File: config.mk
export PLATFORM = sky130hd
export DESIGN_NAME = uart_tx_serializer
export DESIGN_NICKNAME = d
export VERILOG_FILES = /design/src/rtl/uart_pkg.sv /design/src/rtl/baud_tick_gen.sv /design/src/rtl/uart_tx_serializer.sv
export SDC_FILE = /design/constraint.sdc
export NUM_CORES = 1
export LEC_CHECK = 0
export BUFFER_PORTS_ARGS = -buffer_cell sky130_fd_sc_hd__clkbuf_2
export CAP_MARGIN = 20
export CORE_MARGIN = 8
export CORE_UTILIZATION = 54
export CTS_CLUSTER_SIZE = 28
export DETAILED_ROUTE_END_ITERATION = 6
export PLACE_DENSITY = 0.77
export SLEW_MARGIN = 20
export SYNTH_ARGS = -nofsm -noshare
export SYNTH_HDL_FRONTEND = slang
export SYNTH_SLANG_ARGS = --single-unit
File: constraint.sdc
create_clock -name clk -period 2.15 [get_ports clk]
set_clock_uncertainty 0.1 [all_clocks]
set_input_delay 0.43 -clock clk [delete_from_list [all_inputs] [get_ports clk]]
set_output_delay 0.43 -clock clk [all_outputs]
set_load 0.005 [all_outputs]
File: src/rtl/uart_pkg.sv
// Shared definitions for the serial transmit path: state codes and line levels.
package uart_pkg;

    // Frame sequencer state codes
    localparam logic [2:0] S_IDLE   = 3'd0;
    localparam logic [2:0] S_START  = 3'd1;
    localparam logic [2:0] S_DATA   = 3'd2;
    localparam logic [2:0] S_PARITY = 3'd3;
    localparam logic [2:0] S_STOP   = 3'd4;

    typedef enum logic [2:0] {
        IDLE   = S_IDLE,
        START  = S_START,
        DATA   = S_DATA,
        PARITY = S_PARITY,
        STOP   = S_STOP
    } state_t;

    // Serial line levels
    localparam logic IDLE_LEVEL  = 1'b1;
    localparam logic START_LEVEL = 1'b0;

endpackage

File: src/rtl/baud_tick_gen.sv
// Bit-period timer: counts 0..CLKS_PER_BIT-1 while enabled and pulses tick
// in the last clock of each period. Dropping en returns the count to zero.
module baud_tick_gen #(
    parameter int CLKS_PER_BIT = 16
) (
    input  logic clk,
    input  logic rst,
    input  logic en,
    output logic tick
);

    localparam int CW = (CLKS_PER_BIT > 1) ? $clog2(CLKS_PER_BIT) : 1;
    localparam logic [CW-1:0] CNT_LAST = CW'(CLKS_PER_BIT - 1);

    logic [CW-1:0] cnt;

    // Period counter, held at zero whenever the timer is not enabled
    always_ff @(posedge clk or negedge rst) begin
        if (!rst) begin
            cnt <= '0;
        end else if (!en || (cnt == CNT_LAST)) begin
            cnt <= '0;
        end else begin
            cnt <= cnt + CW'(1);
        end
    end

    assign tick = en && (cnt == CNT_LAST);

endmodule

File: src/rtl/uart_tx_serializer.sv
// Parallel-to-serial frame transmitter: start bit, data LSB-first, optional
// even parity, stop bit(s). All outputs come straight from flip-flops.
//
// The bit timer is started in the accept cycle, so it runs one clock ahead
// of the line. Its tick therefore lands in the second-to-last clock of each
// line bit; registering it gives bit_last in the true last clock, and lets
// tx_done/tx_ready be registered while still appearing in that last clock.
module uart_tx_serializer
    import uart_pkg::*;
#(
    parameter int DATA_W       = 8,
    parameter int CLKS_PER_BIT = 16,
    parameter int PARITY_EN    = 0,
    parameter int STOP_BITS    = 1
) (
    input  logic              clk,
    input  logic              rst,
    input  logic [DATA_W-1:0] tx_data,
    input  logic              tx_valid,
    output logic              tx_ready,
    output logic              tx_out,
    output logic              tx_busy,
    output logic              tx_done
);

    localparam int IW = (DATA_W > 1) ? $clog2(DATA_W) : 1;
    localparam logic [IW-1:0] IDX_LAST  = IW'(DATA_W - 1);
    localparam logic          STOP_LAST = (STOP_BITS == 2);

    state_t            state, state_nxt;
    logic [IW-1:0]     idx, idx_nxt;
    logic              stop_idx, stop_idx_nxt;
    logic              bit_last;
    logic              out_q, out_nxt;
    logic              ready_q, ready_nxt;
    logic              busy_q, busy_nxt;
    logic              done_q, done_nxt;
    logic [DATA_W-1:0] shreg, shreg_nxt;
    logic              par, par_nxt;
    logic              accept, tick, tick_en, last_stop, load;

    function automatic logic even_parity(input logic [DATA_W-1:0] d);
        return ^d;
    endfunction

    assign accept    = tx_valid & ready_q;
    assign tick_en   = accept | (busy_q & ~done_q);
    assign last_stop = (stop_idx == STOP_LAST);

    baud_tick_gen #(
        .CLKS_PER_BIT(CLKS_PER_BIT)
    ) u_tick (
        .clk (clk),
        .rst (rst),
        .en  (tick_en),
        .tick(tick)
    );

    // Next-state, next-output and datapath update for the frame sequencer
    always_comb begin
        state_nxt    = state;
        idx_nxt      = idx;
        stop_idx_nxt = stop_idx;
        out_nxt      = out_q;
        ready_nxt    = ready_q;
        busy_nxt     = busy_q;
        done_nxt     = 1'b0;
        shreg_nxt    = shreg;
        par_nxt      = par;
        load         = 1'b0;

        case (state)
            IDLE: begin
                out_nxt   = IDLE_LEVEL;
                ready_nxt = 1'b1;
                busy_nxt  = 1'b0;
                if (accept) begin
                    load = 1'b1;
                end
            end
            START: begin
                if (bit_last) begin
                    state_nxt = DATA;
                    idx_nxt   = '0;
                    out_nxt   = shreg[0];
                end
            end
            DATA: begin
                if (bit_last) begin
                    shreg_nxt = shreg >> 1;
                    if (idx == IDX_LAST) begin
                        if (PARITY_EN != 0) begin
                            state_nxt = PARITY;
                            out_nxt   = par;
                        end else begin
                            state_nxt    = STOP;
                            stop_idx_nxt = 1'b0;
                            out_nxt      = IDLE_LEVEL;
                        end
                    end else begin
                        idx_nxt = idx + IW'(1);
                        out_nxt = shreg_nxt[0];
                    end
                end
            end
            PARITY: begin
                if (bit_last) begin
                    state_nxt    = STOP;
                    stop_idx_nxt = 1'b0;
                    out_nxt      = IDLE_LEVEL;
                end
            end
            STOP: begin
                // One clock before the final stop clock: announce completion
                if (tick && last_stop) begin
                    ready_nxt = 1'b1;
                    done_nxt  = 1'b1;
                end
                if (bit_last) begin
                    if (!last_stop) begin
                        stop_idx_nxt = 1'b1;
                    end else if (accept) begin
                        load = 1'b1;
                    end else begin
                        state_nxt = IDLE;
                        busy_nxt  = 1'b0;
                        ready_nxt = 1'b1;
                    end
                end
            end
            default: begin
                state_nxt = IDLE;
                out_nxt   = IDLE_LEVEL;
                ready_nxt = 1'b1;
                busy_nxt  = 1'b0;
            end
        endcase

        // Accepting a word: capture it and begin the start bit next cycle
        if (load) begin
            state_nxt    = START;
            shreg_nxt    = tx_data;
            par_nxt      = even_parity(tx_data);
            idx_nxt      = '0;
            stop_idx_nxt = 1'b0;
            out_nxt      = START_LEVEL;
            ready_nxt    = 1'b0;
            busy_nxt     = 1'b1;
        end
    end

    // Control and output registers; reset aborts any frame and idles the line
    always_ff @(posedge clk or negedge rst) begin
        if (!rst) begin
            state    <= IDLE;
            idx      <= '0;
            stop_idx <= 1'b0;
            bit_last <= 1'b0;
            out_q    <= IDLE_LEVEL;
            ready_q  <= 1'b1;
            busy_q   <= 1'b0;
            done_q   <= 1'b0;
        end else begin
            state    <= state_nxt;
            idx      <= idx_nxt;
            stop_idx <= stop_idx_nxt;
            bit_last <= tick;
            out_q    <= out_nxt;
            ready_q  <= ready_nxt;
            busy_q   <= busy_nxt;
            done_q   <= done_nxt;
        end
    end

    // Word and parity holding registers; only read after a load
    always_ff @(posedge clk) begin
        shreg <= shreg_nxt;
        par   <= par_nxt;
    end

    assign tx_out   = out_q;
    assign tx_ready = ready_q;
    assign tx_busy  = busy_q;
    assign tx_done  = done_q;

endmodule

==> reports/metrics.cfg <==
[outcome]
outcome = complete, no violations

[critical_path]
crit_fanout = 3
endpoint_kind = register
crit_path_cell_trace = ha_1 -> ha_1 -> or3b_4 -> a21oi_2 -> a41oi_1 -> mux2_4
path_class = reg2reg
critPathLaunch = idx[0]$_DFFE_PN0P_
worst_ep_required_time_ps = 2260
r2r-start = idx[0]$_DFFE_PN0P_
crit_path_start_kind = register
cp.arrival_ps = 2060
critPathMaxStageDelay_ps = 420
slowest_stage = dfrtp_1
crit_top_cell = ha_1

[layout]
final_area_sq_um = 1220
final_core_util = 0.635
area_delta_synth_final_pct = 14.4
final_nets = 121
fillerInstances = 168
diodes = 0
drive_gt1_frac = 0.264

[yosys]
synthArstFlopShare = 0.652
yosysTopAreaCellShare = 0.305
syn-cell-area_sq_um = 1070
synthCells = 86
synth_most_common_cell = dfrtp_1
synth_cell_types = 33
synth_area_leaders = dfrtp_1 30%, edfxtp_1 23%, mux2_1 6.3%
yosys.area.top_type = dfrtp_1
seq_area_frac_synth = 0.579
synth-edff-count = 8
yosysWarnings = 0
syn_avg_cell_area_sq_um = 12.4
synthFlopType = dfrtp_1
mappedNetlistNets = 100
ys_seq_elements = 23
synthTopCellsByCount = 13 x dfrtp_1, 8 x edfxtp_1, 6 x mux2_1, 6 x nand2_1, 5 x nand2b_1

[timing]
slew_viol_final = 0
fin_tns_setup_ps = 0
min_period_over_period = 0.908
fmax_ghz = 0.512
whs_ps = 293
period_minus_slack_ps = 1950
finalSetupViolCount = 0
hold_viol = 0
tightestPinTransition_ps = 405
rsz0062_at_grt = no
worst_slack_ps = 199
slew_headroom = 0.729

[floorplanning]
rows = 16
fp.dieH_um = 60.5
die_width_um = 60.5
core-area_sq_um = 1920
dieArea_sq_um = 3650
io_pins = 15
initial_core_util = 0.555

[place]
io_buffers = 14
place_ws_ps = 216
gp_congestion = 0.826
placed_area_sq_um = 1180
hpwl_um = 1490

[route]
wl_per_cell_um = 15.0
vias_per_cell = 5.62
wl_met3_um = 106
antenna_left = 0
highest_layer = met4
drt-initial-drc-count = 24
wl_um = 2000
drc = 0
wl_met1_um = 882
met2_length_um = 974
vias = 747
drt_pass1_iterations = 4

[cts]
clock_latency_ps = 310
h-tree-depth = 1
clockBufferDepth = 2
ctsRootBufferMaster = clkbuf_4
cts_buffers = 3
path_clk_slew_ps = 120
cts_tree = yes
clock_sinks = 23

[min_path]
hold_start = tx_data[3]
min_path_type = in2reg

[power_and_ir_drop]
ir_drop_mv = 0.361
cellPowerDensity_nw_per_um2 = 546
leakage_nw = 0.547

[job]
maxCapViolCount = 0

[global_routing]
grt_overflow = 0
grt_max_degree = 16
grt_pass1_vias = 746
grt_usage = 0.126
antenna_found_initial = 0
grt_first_pass_wirelength_um = 3410

worst max-delay path, delay by kind of cell (launching register included):
kind | cells | cell delay, ps
adder cells (fa/ha/maj) | 2 | 410
multiplexers | 1 | 300
AO/OA/AOI/OAI | 2 | 230
flip-flops | 1 | 420
AND/OR/NAND/NOR | 1 | 400
flip-flops by register name, indices dropped and copies added, names as in the netlist:
signal      flops
bit_last        1
idx             3
state           3
tx_out          1
shreg           8
u_tick.cnt      4
tx_ready        1
tx_done         1
tx_busy         1
worst paths after layout:
check                                     endpoint  slack (ps)  cells after the start
setup reg to reg                idx[0]$_DFFE_PN0P_         200                      6
max in group asynchronous     tx_ready$_DFFE_PN1P_        1190                      2
setup / recovery                idx[0]$_DFFE_PN0P_         200                      6
hold / removal                  shreg[3]$_DFFE_PP_         290                      2
min in group asynchronous     state[0]$_DFFE_PN0P_         450                      2
hold reg to reg            u_tick.cnt[0]$_DFF_PN0_         380                      1
cell type report:
class	count	area, sq um	area share
clock buffer	4	26.3	0.0215
sequential	23	618	0.506
multi-input combinational	60	437	0.358
timing repair buffer	18	103	0.0840
inverter	1	3.75	0.00307
tap	27	33.8	0.0277
report_power, final:
group	internal, mW	total, mW	switching [mW]
logic	0.00773	0.0165	0.00877
clock network	0.0726	0.199	0.127
registers	0.451	0.451	0
total	0.531	0.667	0.136
timing repair:
action | in CTS | in global routing
resized for setup | 0 | 0
hold buffers | 1 | 0
buffers inserted | 0 | 0
endpoints found under the setup margin | 0 | 0
hold endpoints to repair | 13 | 0
cells in the final DEF (no fill, tap or decap), drive strengths merged, types with 2 or more instances in the layout:
master	synthesis	layout
and3	3	3
o21ai	7	7
a21oi	4	4
dfrtp	13	13
a22o	2	2
edfxtp	8	8
nand3	3	3
o22a	2	2
nand2b	5	5
or2b	2	2
clkbuf	1	18
dfstp	2	2
ha	3	3
nor2	5	5
nand2	6	6
mux2	8	8
buf	1	3
stage by stage:
stage,power (mW),std cells
global route,0.698,133
detailed placement,0.475,128
global placement,0.475,128
CTS,0.673,133
floorplan,0.460,86
finish,0.667,133
metal layers:
layer | vias to the layer above | global-route usage
met5 | - | 0
met4 | 0 | 0.0698
met3 | 3 | 0.0212
met2 | 26 | 0.201
met1 | 361 | 0.158
li1 | 357 | -
cell families after synthesis:
family	synth area share
fa+ha+maj	0.0352
compound gates	0.110
mux	0.0879
xor+xnor	0.0164
buf+inv	0.0117
flops	0.579
simple gates	0.159
(Power assumes the default switching activity.)
